--- config.mk ---
export PLATFORM = sky130hd
export DESIGN_NAME = scroll_word_disp
export DESIGN_NICKNAME = d
export VERILOG_FILES = /design/src/rtl/scroll_word_disp.sv
export SDC_FILE = /design/constraint.sdc
export NUM_CORES = 1
export LEC_CHECK = 0
export BUFFER_PORTS_ARGS = -buffer_cell sky130_fd_sc_hd__buf_2
export CAP_MARGIN = 20
export CORE_ASPECT_RATIO = 1.75
export CORE_MARGIN = 2
export CORE_UTILIZATION = 50
export DETAILED_ROUTE_END_ITERATION = 10
export PLACE_DENSITY_LB_ADDON = 0.3
export SETUP_SLACK_MARGIN = 0.5
export SKIP_LAST_GASP = 1
export SYNTH_ARGS = -nofsm -noshare
export SYNTH_HDL_FRONTEND = slang
export SYNTH_SLANG_ARGS = --single-unit
--- constraint.sdc ---
create_clock -name clk -period 3.35 [get_ports clk]
set_clock_uncertainty 0.05 [all_clocks]
set_input_delay 0.67 -clock clk [delete_from_list [all_inputs] [get_ports clk]]
set_output_delay 0.67 -clock clk [all_outputs]
set_load 0.02 [all_outputs]
--- src/rtl/scroll_word_disp.sv ---
// ---------------------------------------------------------------------------
// scroll_word_disp
//
// Drives NUM_DIGITS active-low seven-segment digits from a MSG_LEN-character
// message of 5-bit character codes. Four display modes: static, scroll-left
// with wrap-around, blink, and a forced-dash override on en. An internal
// prescaler produces the scroll/blink tick.
//
// Ports:
//   clk   in   1              system clock
//   rst   in   1              asynchronous active-high reset
//   en    in   1              1 = every digit shows a dash (highest priority)
//   mode  in   2              00 static, 01 scroll-left, 10 blink, 11 static
//   msg   in   MSG_LEN*5      char i at [5i+4:5i], char 0 is leftmost
//   seg   out  NUM_DIGITS*7   digit k (k=0 leftmost) at
//                             [7(NUM_DIGITS-k)-1 : 7(NUM_DIGITS-k-1)],
//                             bit order {g,f,e,d,c,b,a}, active-low
//   pos   out  clog2(MSG_LEN) current window start index
//   tick  out  1              one-cycle pulse at each prescaler wrap
// ---------------------------------------------------------------------------
module scroll_word_disp #(
  parameter int NUM_DIGITS = 5,
  parameter int MSG_LEN    = 8,
  parameter int TICK_DIV   = 25000000,
  localparam int POS_W     = (MSG_LEN > 1) ? $clog2(MSG_LEN) : 1
) (
  input  logic                    clk,
  input  logic                    rst,
  input  logic                    en,
  input  logic [1:0]              mode,
  input  logic [MSG_LEN*5-1:0]    msg,
  output logic [NUM_DIGITS*7-1:0] seg,
  output logic [POS_W-1:0]        pos,
  output logic                    tick
);

  localparam int CNT_W = $clog2(TICK_DIV);
  localparam int IDX_W = POS_W + 1;

  localparam logic [CNT_W-1:0] CNT_LAST    = CNT_W'(TICK_DIV - 1);
  localparam logic [POS_W-1:0] POS_LAST    = POS_W'(MSG_LEN - 1);
  localparam logic [IDX_W-1:0] MSG_LEN_IDX = IDX_W'(MSG_LEN);

  localparam logic [1:0] MODE_SCROLL = 2'b01;
  localparam logic [1:0] MODE_BLINK  = 2'b10;

  localparam logic [6:0] SEG_DASH  = 7'b0111111;
  localparam logic [6:0] SEG_BLANK = 7'b1111111;

  // -------------------------------------------------------------------------
  // Character code to segment pattern ({g,f,e,d,c,b,a}, active-low)
  // -------------------------------------------------------------------------
  function automatic logic [6:0] decode_char(input logic [4:0] code);
    logic [6:0] s;
    case (code)
      5'd0:  s = 7'b1000000;
      5'd1:  s = 7'b1111001;
      5'd2:  s = 7'b0100100;
      5'd3:  s = 7'b0110000;
      5'd4:  s = 7'b0011001;
      5'd5:  s = 7'b0010010;
      5'd6:  s = 7'b0000010;
      5'd7:  s = 7'b1111000;
      5'd8:  s = 7'b0000000;
      5'd9:  s = 7'b0010000;
      5'd10: s = 7'b0001000; // A
      5'd11: s = 7'b0000011; // b
      5'd12: s = 7'b1000110; // C
      5'd13: s = 7'b0100001; // d
      5'd14: s = 7'b0000110; // E
      5'd15: s = 7'b0001110; // F
      5'd16: s = 7'b0001001; // H
      5'd17: s = 7'b0000110; // E
      5'd18: s = 7'b1000111; // L
      5'd19: s = 7'b0001100; // P
      5'd20: s = 7'b1000001; // U
      5'd21: s = SEG_DASH;
      default: s = SEG_BLANK;
    endcase
    return s;
  endfunction

  // -------------------------------------------------------------------------
  // Prescaler: counts 0..TICK_DIV-1; tick is registered so it is high in the
  // cycle after the terminal count. Free-running regardless of mode or en.
  // -------------------------------------------------------------------------
  logic [CNT_W-1:0] cnt_reg;
  logic             tick_reg;

  always_ff @(posedge clk or posedge rst) begin
    if (rst) begin
      cnt_reg  <= '0;
      tick_reg <= 1'b0;
    end else begin
      tick_reg <= (cnt_reg == CNT_LAST);
      cnt_reg  <= (cnt_reg == CNT_LAST) ? '0 : cnt_reg + CNT_W'(1);
    end
  end

  // -------------------------------------------------------------------------
  // Window position and blink phase. en freezes both (ticks are dropped);
  // otherwise the mode seen in the current cycle decides, so a mode change
  // coinciding with a tick follows the new mode.
  // -------------------------------------------------------------------------
  logic [POS_W-1:0] pos_reg;
  logic             phase_reg;

  always_ff @(posedge clk or posedge rst) begin
    if (rst) begin
      pos_reg   <= '0;
      phase_reg <= 1'b0;
    end else if (!en) begin
      case (mode)
        MODE_SCROLL: begin
          phase_reg <= 1'b0;
          if (tick_reg)
            pos_reg <= (pos_reg == POS_LAST) ? '0 : pos_reg + POS_W'(1);
        end
        MODE_BLINK: begin
          pos_reg <= '0;
          if (tick_reg)
            phase_reg <= ~phase_reg;
        end
        default: begin
          pos_reg   <= '0;
          phase_reg <= 1'b0;
        end
      endcase
    end
  end

  // -------------------------------------------------------------------------
  // Message unpack and per-digit window selection with wrap-around.
  // pos < MSG_LEN and k < NUM_DIGITS <= MSG_LEN, so pos+k < 2*MSG_LEN and a
  // single conditional subtract gives (pos+k) mod MSG_LEN.
  // -------------------------------------------------------------------------
  logic [4:0] chars [MSG_LEN];

  for (genvar gi = 0; gi < MSG_LEN; gi++) begin : g_unpack
    assign chars[gi] = msg[5*gi +: 5];
  end

  logic [NUM_DIGITS*7-1:0] seg_next;
  logic                    blank_all;

  // Blink off-phase only applies while the blink mode is actually selected.
  assign blank_all = (mode == MODE_BLINK) && phase_reg;

  for (genvar gi = 0; gi < NUM_DIGITS; gi++) begin : g_digit
    logic [IDX_W-1:0] sum;
    logic [IDX_W-1:0] idx;
    logic [4:0]       code;
    logic [6:0]       pattern;

    assign sum = {1'b0, pos_reg} + IDX_W'(gi);

    always_comb begin
      idx = sum;
      if (sum >= MSG_LEN_IDX)
        idx = sum - MSG_LEN_IDX;
    end

    assign code = chars[idx[POS_W-1:0]];

    always_comb begin
      pattern = decode_char(code);
      if (en)
        pattern = SEG_DASH;
      else if (blank_all)
        pattern = SEG_BLANK;
    end

    // Digit 0 occupies the most significant 7 bits.
    assign seg_next[7*(NUM_DIGITS-gi)-1 -: 7] = pattern;
  end

  // -------------------------------------------------------------------------
  // Registered segment output: one clock from any input or pos change.
  // -------------------------------------------------------------------------
  logic [NUM_DIGITS*7-1:0] seg_reg;

  always_ff @(posedge clk or posedge rst) begin
    if (rst)
      seg_reg <= '1;
    else
      seg_reg <= seg_next;
  end

  assign seg  = seg_reg;
  assign pos  = pos_reg;
  assign tick = tick_reg;

endmodule

==> results.yml <==
status:
  status: "finished, final reports clean"
routing:
  drtPass1Iterations: 5
  detailroute.via_count: 5050
  drt_iter0_markers: 228
  route.final.wire_length_um: 15700
  vias_per_cell: 6.25
  ant_nets: 0
  post_drt_wl_per_cell_um: 19.4
  remaining_drc_errors: 0
logic_synthesis:
  synth_enable_flop_cells: 0
  synth.top_cells.by_area: "sky130_fd_sc_hd__dfstp_2 15%, sky130_fd_sc_hd__mux4_2 13%, sky130_fd_sc_hd__dfrtp_1 12%, sky130_fd_sc_hd__mux2i_1 11%, sky130_fd_sc_hd__ha_1 8.0%"
  synth.yosys.warnings: 0
  syn-cell-area_mm2: 0.00608
  yosysSeqAreaShare_pct: 27.5
  synth.lib_cells_used.distinct: 74
  yosysMostFrequentCell: "sky130_fd_sc_hd__mux2i_1"
  synth_largest_type_area_fraction_pct: 15.1
  postSynthAreaPerCell_um2: 10.4
  syn-num-nets: 668
  synth_top_cells_by_count: "64 x sky130_fd_sc_hd__mux2i_1, 50 x sky130_fd_sc_hd__nor2_1, 39 x sky130_fd_sc_hd__ha_1"
  synthFlopType: "sky130_fd_sc_hd__dfstp_2"
  synth-seq-cells: 65
  yosysTopAreaCell: "sky130_fd_sc_hd__dfstp_2"
  netlist_instances: 584
  postSynth.asyncResetShare_pct: 100
cts:
  tritoncts_num_sinks: 65
  maximum_level_of_the_cts_h_tree: 3
  cts_inserted_buffers: 9
  clk_latency_ns: 0.33
  cts-root-buf: "sky130_fd_sc_hd__clkbuf_16"
  cts_hold_buf: 0
  clk_path_buf_depth: 2
  tritoncts_clock_tree: "built"
  clkTransAtPathRegs_ns: 0.06
timing:
  setup_tns_ns: 0
  worst_slew_margin_rel_pct: 37.5
  clock.fmax_mhz: 362
  hold_viol: 0
  layout_setup_ws_ns: 0.586
  final-setup-viol-count: 0
  worst_slew_pin_slew_ns: 0.926
  finalMaxSlewViolations: 0
  layout_min_cycle_time_ns: 2.76
  timing.final.crit_share_pct: 82.5
  grt_setup_unrepaired: "yes"
critical_path:
  critPathArrivalTime_ns: 2.97
  worst_r2r_path_depth: 9
  timing.critical_path.to_type: "flop"
  critical-path-top-cell-by-count: "sky130_fd_sc_hd__buf_4"
  cp.required_ns: 3.56
  crit_fanout: 10
  setup.worst_path.start_class: "flop"
  slowest_stage: "sky130_fd_sc_hd__ha_2"
  critical_path_class: "reg2reg"
  crit-reg2reg-capture: "seg[24]$_DFF_PP1_"
  chain_of_cells_forming_the_critical_path: "buf_4 -> ha_1 -> ha_2 -> mux4_2 -> mux2i_4 -> buf_4 -> nor2_1 -> a221o_1 -> a31oi_1"
  max_stage_delay_ns: 0.47
  worst-r2r-setup-slack_ns: 0.59
  reg2reg_from: "pos[1]$_DFFE_PP0P_"
global_route:
  grt_pass1_vias: 5115
  initial_antenna_violation_count: 0
  grtUsageTotal_pct: 24.7
  globalRouteOverflowTotal: 0
  global_route_wire_length_before_repair_um: 25500
  grt_start_max_net_pins: 39
job:
  cap_violations: 0
final_layout:
  final_cell_count_no_fill: 808
  final_layout_size_suffix_gt1_share_pct: 32.9
  fin_nets: 750
  max_reg_flops: 35
  diodes_inserted: 0
  areaGrowthSynthToFinish_pct: 13.3
floorplanning:
  dieArea_mm2: 0.0131
  start_util_pct: 50.9
  floorplan.die.height_um: 150
  std_cell_rows: 53
  core_area_mm2: 0.0119
  num_io_pins: 84
  die_w_um: 87.4
placement:
  detailedPlacementHpwl_um: 12000
  placement.io_buffers: 83
  place_inst: 790
  gp_congestion: 0.963
  preCtsSetupSlack_ns: 0.319
worst_hold_path:
  hold_crit_path_type: "in2async"
power_and_ir_drop:
  power_per_cell_area_mw_per_mm2: 316
  p_leak_nw: 2.79
  irDropWorstVdd_mv: 0.159
[placed cells by master (no fill, tap or decap), types with 5 or more instances in the layout]
cell type and count:
sky130_fd_sc_hd__mux2_2 6, sky130_fd_sc_hd__a311oi_1 5, sky130_fd_sc_hd__nor3_1 16, sky130_fd_sc_hd__nand4_1 8, sky130_fd_sc_hd__xnor2_1 18, sky130_fd_sc_hd__nand2_1 35, sky130_fd_sc_hd__o21ai_1 11, sky130_fd_sc_hd__xor2_1 10
sky130_fd_sc_hd__and2_1 9, sky130_fd_sc_hd__a21oi_1 11, sky130_fd_sc_hd__and3_1 6, sky130_fd_sc_hd__a31oi_1 6, sky130_fd_sc_hd__buf_2 83, sky130_fd_sc_hd__nand3_1 17, sky130_fd_sc_hd__buf_4 24, sky130_fd_sc_hd__dfstp_2 35
sky130_fd_sc_hd__dfrtp_1 28, sky130_fd_sc_hd__ha_1 37, sky130_fd_sc_hd__nand2b_1 11, sky130_fd_sc_hd__mux4_2 36, sky130_fd_sc_hd__nor2b_1 5, sky130_fd_sc_hd__clkbuf_16 9, sky130_fd_sc_hd__o21ai_0 10, sky130_fd_sc_hd__inv_1 20
sky130_fd_sc_hd__nor2_1 50, sky130_fd_sc_hd__mux2i_1 64, sky130_fd_sc_hd__mux2_1 5
[metal layers]
layer | GRT usage, % | wire length [um] | vias to the layer above
li1 | - | - | 2347
met1 | 28.1 | 5950 | 2502
met2 | 44.1 | 8510 | 165
met3 | 3.92 | 666 | 36
met4 | 11.6 | 544 | 0
met5 | 0 | 0 | -
[report_power, final]
part           switching, mW  total [mW]  internal, mW
sequential           0.00985       0.851         0.842
combinational          0.290       0.483         0.193
clock                  0.328       0.843         0.515
[cells by family after synthesis]
kind of cell               synth area share [%]
and+or+nand+nor                            14.8
AOI/OAI and AO/OA                          11.3
buffers and inverters                      5.99
DFF                                        27.5
xor gates and xnor gates                   4.30
muxes                                      28.2
adders and majority gates                  8.02
[layout make-up]
type                            count  area [um^2]
Clock buffer                       12          246
Clock inverter                      4         20.0
Fill cell                        1037         5040
Inverter                           23          100
Multi-Input combinational cell    459         4070
Sequential cell                    65         1670
Tap cell                          137          171
Timing Repair Buffer              108          616
[metrics by stage]
stage	util, %	power, mW	hold slack [ns]	instance area, um^2
CTS	57.4	2.19	0.284	6850
detailed placement	55.1	1.34	0.446	6580
global route	57.7	2.28	0.306	6890
finish	57.7	2.18	0.275	6890
global placement	55.1	1.33	0.425	6580
floorplan	-	1.19	0.406	6100
[worst max path at each step]
stage                        from           endpoint  slack (ns)  cells after the start
2_1_floorplan  pos[1]$_DFFE_PP0P_  seg[11]$_DFF_PP1_        0.50                     12
3_3_place_gp   pos[0]$_DFFE_PP0P_  seg[24]$_DFF_PP1_        0.37                      8
3_5_place_dp   pos[0]$_DFFE_PP0P_  seg[24]$_DFF_PP1_        0.32                      8
4_1_cts        pos[0]$_DFFE_PP0P_  seg[24]$_DFF_PP1_        0.42                      8
5_1_grt        pos[1]$_DFFE_PP0P_  seg[24]$_DFF_PP1_        0.44                      9
6_report       pos[1]$_DFFE_PP0P_  seg[24]$_DFF_PP1_        0.59                      9
[critical path: cells and delay by family, from the launching register on]
family | cells | cell delay (ns)
buf+inv | 2 | 0.39
mux | 2 | 0.56
simple gates | 1 | 0.06
fa+ha+maj | 2 | 0.67
flops | 1 | 0.42
compound gates | 2 | 0.54
[timing repair]
action                                  CTS  global route
resized for setup                         2             6
endpoints found under the setup margin    8            11
buffers inserted                          0             2
Note: power is estimated with default switching activity, not from simulation.
